**src/rtl/reg_share_arb.sv**
```systemverilog
// reg_share_arb: four requesters share one WIDTH-bit register through a
// round-robin arbiter. Each write takes a GRANT cycle followed by a COMMIT
// cycle. If the winner drops its request during GRANT, the write is aborted.
// Optional feature: define REG_SHARE_PRIO0_EN to give requester 0 absolute
// priority. Round-robin then applies among requesters 1-3 only while req[0]
// is low.
module reg_share_arb #(
    parameter int WIDTH = 8
) (
    input  logic               clk,
    input  logic               rst,
    input  logic [3:0]         req,
    input  logic [4*WIDTH-1:0] wdata,
    output logic [3:0]         gnt,
    output logic [3:0]         done,
    output logic [WIDTH-1:0]   q,
    output logic [WIDTH-1:0]   qb,
    output logic               busy
);

    typedef enum logic [1:0] {IDLE, GRANT, COMMIT} state_e;

    state_e           state_q, state_d;
    logic [1:0]       ptr_q, ptr_d;   // last committed requester
    logic [1:0]       win_q, win_d;   // requester holding the current grant
    logic [3:0]       gnt_q, gnt_d;
    logic [3:0]       done_q, done_d;
    logic [WIDTH-1:0] q_q, q_d;

    logic             pick_vld;
    logic [1:0]       pick;
    logic [1:0]       idx;
    logic             found;

    // Round-robin pick: first set req bit searching ptr+1, ptr+2, ... mod 4
    always_comb begin
        pick_vld = |req;
        pick     = ptr_q + 2'd1;
        idx      = ptr_q;
        found    = 1'b0;
        for (int k = 1; k <= 4; k++) begin
            idx = ptr_q + 2'(k);
            if (!found && req[idx]) begin
                pick  = idx;
                found = 1'b1;
            end
        end
`ifdef REG_SHARE_PRIO0_EN
        if (req[0]) pick = 2'd0;
`else
`endif
    end

    // Next-state and registered-output logic for the grant/commit sequence
    always_comb begin
        state_d = state_q;
        ptr_d   = ptr_q;
        win_d   = win_q;
        gnt_d   = 4'b0000;
        done_d  = 4'b0000;
        q_d     = q_q;
        case (state_q)
            IDLE: begin
                if (pick_vld) begin
                    state_d = GRANT;
                    win_d   = pick;
                    gnt_d   = 4'b0001 << pick;
                end
            end
            GRANT: begin
                // Only the winner's own request decides commit vs abort
                if (req[win_q]) begin
                    state_d = COMMIT;
                    q_d     = wdata[win_q*WIDTH +: WIDTH];
                    ptr_d   = win_q;
                    done_d  = 4'b0001 << win_q;
                end else begin
                    state_d = IDLE;
                end
            end
            COMMIT: begin
                // ptr_q already holds this commit's winner, so back-to-back
                // arbitration rotates correctly
                if (pick_vld) begin
                    state_d = GRANT;
                    win_d   = pick;
                    gnt_d   = 4'b0001 << pick;
                end else begin
                    state_d = IDLE;
                end
            end
            default: state_d = IDLE;
        endcase
    end

    // State register; reset leaves ptr at 3 so requester 0 is searched first
    always_ff @(posedge clk) begin
        if (rst) begin
            state_q <= IDLE;
            ptr_q   <= 2'd3;
            win_q   <= 2'd0;
            gnt_q   <= 4'b0000;
            done_q  <= 4'b0000;
            q_q     <= '0;
        end else begin
            state_q <= state_d;
            ptr_q   <= ptr_d;
            win_q   <= win_d;
            gnt_q   <= gnt_d;
            done_q  <= done_d;
            q_q     <= q_d;
        end
    end

    assign gnt  = gnt_q;
    assign done = done_q;
    assign q    = q_q;
    assign qb   = ~q_q;
    assign busy = (state_q != IDLE);

endmodule

```
**config.mk**
```make
export PLATFORM = sky130hd
export DESIGN_NAME = reg_share_arb
export DESIGN_NICKNAME = d
export VERILOG_FILES = /design/src/rtl/reg_share_arb.sv
export SDC_FILE = /design/constraint.sdc
export NUM_CORES = 1
export LEC_CHECK = 0
export ABC_AREA = 1
export CAP_MARGIN = 20
export CELL_PAD_IN_SITES_DETAIL_PLACEMENT = 1
export CELL_PAD_IN_SITES_GLOBAL_PLACEMENT = 1
export CORE_UTILIZATION = 27
export CTS_BUF_LIST = sky130_fd_sc_hd__clkbuf_16
export CTS_CLUSTER_SIZE = 24
export DETAILED_ROUTE_END_ITERATION = 8
export GPL_ROUTABILITY_DRIVEN = 1
export HOLD_SLACK_MARGIN = 0.1
export PLACE_DENSITY_LB_ADDON = 0.1
export SLEW_MARGIN = 20
export SYNTH_ARGS = -nofsm -noshare
export SYNTH_HDL_FRONTEND = slang
export SYNTH_SLANG_ARGS = --single-unit
```
**constraint.sdc**
```tcl
create_clock -name clk -period 1.5 [get_ports clk]
set_input_delay 0.225 -clock clk [delete_from_list [all_inputs] [get_ports clk]]
set_output_delay 0.225 -clock clk [all_outputs]
set_load 0.01 [all_outputs]
```
==> impl_metrics.ini <==
[floorplanning]
design.die.area_um2 = 5210
core.rowCount = 25
die_height_um = 72.2
start_util = 0.282
chipWidth_um = 72.2
io_pins = 63
core-area_um2 = 4720

[yosys]
synth_most_common_cell = nand2_1
synth-edff-count = 0
synth-main-ff-cell = dfxtp_1
synth_top_area_frac = 0.331
synthTopCellsByCount = nand2_1, nor2_1, dfxtp_1
synthArstFlopShare = 0
synth_cell_types = 24
syn_nets = 238
ys_seq_elements = 22
syn_area_um2 = 1330
yosysWarningCount = 0
syn_inst = 200
syn-mean-instance-area_um2 = 6.65
synth_area_leaders = dfxtp_1, nand2_1, nor2_1, nand2_4, o21ai_0
yosysTopAreaCell = dfxtp_1
seq_area_frac_synth = 0.331

[layout]
final_nets = 317
antenna_cells = 0
layout-drive-gt1-share = 0.241
syn_to_final_growth_pct = 74.3
fin_util = 0.491
fillers = 605

[detailed_routing]
ant_nets = 0
drtPass1Iterations = 4
wl_per_cell_um = 12.6
drt-initial-drc-count = 20
routed_wl_um = 4350
drc = 0
via_per_inst = 4.50
vias = 1553

[clocking]
htree_levels = 1
clk_pin_slew_worst_paths_ns = 0.06
numCtsBuffers = 3
clock-sinks = 22
tritoncts = built
cts_buffer_depth = 2
clockRootBuffer = clkbuf_16
postCtsHoldBufs = 0
worstSkewPairLatency_ns = 0.25

[sta]
min_period_over_period = 0.947
min_period_ns = 1.42
final_max_slew_viol_count = 0
setup_viol = 0
worst_slack_ns = 0.0801
hold_viol = 0
max_freq_mhz = 704
worst_pin_slew_ns = 0.471
slew-limit-headroom = 0.686
clock-skew-final_ns = 0.000860

[worst_setup_path]
r2r_start = ptr_q[1]
worstPathCellList = inv_1, clkdlybuf4s50_1
cp_max_fo = 2
start_kind = register
cpLargestDelayFamily = buffers and inverters
r2r_cells = 12
r2r_end = gnt[1]
critPathCaptureType = primary output
crit_arrival_ns = 1.19
critical_path.slowest_cell = clkdlybuf4s50_1
worst-path-buf-inv = 2
path_class = reg2out
r2r_setup_slack_ns = 0.10
worst_ep_required_time_ns = 1.27
max_stage_delay_ns = 0.54

[global_routing]
first_global_vias = 1626
grt_pass1_wl_um = 7220
grt-ovfl-total = 0
antenna_found_initial = 0
grt_max_degree = 19
grt_use_total = 0.178

[placed_design]
hpwl_um = 3440
place.gp.congestion = 0.724
place_ws_ns = -0.294
port_buffers = 62

[worst_hold_path]
min_from = q[0]
hp-class = reg2reg
hold_end = q[0]
whs_path_depth = 2

[pwr]
power.leakage_uw = 0.00101
powerDensity_nw_per_um2 = 1180
power.total_uw = 2740
ir_drop_mv = 0.455

[flow_run]
drv_cap = 0

[status]
outcome = complete, no violations
-- cells by family (layout without fill, tap and decap cells) --
group	Yosys count	in the layout	synth area share
AO/OA/AOI/OAI	40	40	0.160
buffers and inverters	30	108	0.0978
flip-flops	22	22	0.331
AND/OR/NAND/NOR	108	108	0.411
-- layout make-up --
cell class	count	area [um2]	area share
Multi-Input combinational cell	148	807	0.348
Timing Repair Buffer	82	785	0.338
Sequential cell	22	448	0.193
Inverter	22	90.1	0.0389
Tap cell	67	83.8	0.0362
Clock buffer	3	75.1	0.0324
Clock inverter	1	30.0	0.0130
-- tightest hold or removal path: cells and delay by family, from the launching register on --
family | cells | cell delay (ns)
AOI/OAI and AO/OA | 1 | 0.07
buffers and inverters | 1 | 0.07
DFF | 1 | 0.31
-- worst max-delay path by stage --
stage	startpoint	to	slack, ns	cells past startpoint
2_1_floorplan	ptr_q[1]	gnt[0]	0.16	13
3_3_place_gp	req[3]	gnt[1]	-0.25	13
3_5_place_dp	req[3]	gnt[1]	-0.29	13
4_1_cts	ptr_q[0]	gnt[1]	0.007	12
5_1_grt	ptr_q[0]	gnt[3]	-0.009	11
6_report	q[4]	qb[4]	0.08	2
-- stage by stage --
step	cells	instance area, um2	setup TNS, ns	hold WS (ns)
floorplan	200	1330	0	0.331
global placement	338	2120	-2.63	0.467
detailed placement	338	2120	-3.22	0.478
CTS	342	2220	0	0.491
global route	345	2320	-0.0149	0.522
finish	345	2320	0	0.488
-- state kept, by name, indices dropped and copies added, names as in the netlist --
name / cells
q: 8
done: 4
gnt: 4
ptr_q: 2
state_q: 2
win_q: 2
-- placed cells by master (no fill, tap or decap) --
cell type         n
clkdlybuf4s50_1  58
nor3_1            2
dlymetal6s2s_1    1
a21oi_1           4
o21a_1            1
dfxtp_4           2
o21ai_1          10
buf_4            17
dfxtp_1          20
nand4_1           1
dlygate4sd2_1     3
buf_6             2
nand2_1          36
bufinv_16         1
nor2_8            1
nand3_2           3
nand2_4          12
o21ai_0          17
inv_2             4
buf_8             1
inv_4             1
nand2_2          15
inv_6             1
nor2_2            3
o22ai_1           8
nand3_1           9
nor2_1           25
inv_1            16
or2_2             1
clkbuf_16         3
-- report_power, final --
| group | internal [uW] | switching [uW] |
|---|---|---|
| Clock | 530 | 213 |
| Combinational | 596 | 663 |
| Sequential | 669 | 67.2 |
-- what timing repair did --
item / CTS / global route
cloned: 0 / 0
setup endpoints to repair: 7 / 7
pin swaps: 0 / 12
gates resized for setup: 4 / 26
buffers inserted: 0 / 3
-- per-layer routing --
layer,GRT usage,part of all wire,wire [um],vias up
met2,0.317,0.49,2130,43
met4,0.0458,0.0090,39,0
met1,0.206,0.43,1880,711
met3,0.0542,0.069,298,4
met5,0,0,0,-
li1,-,-,-,795
No activity file was read; power rests on OpenSTA's default activity.
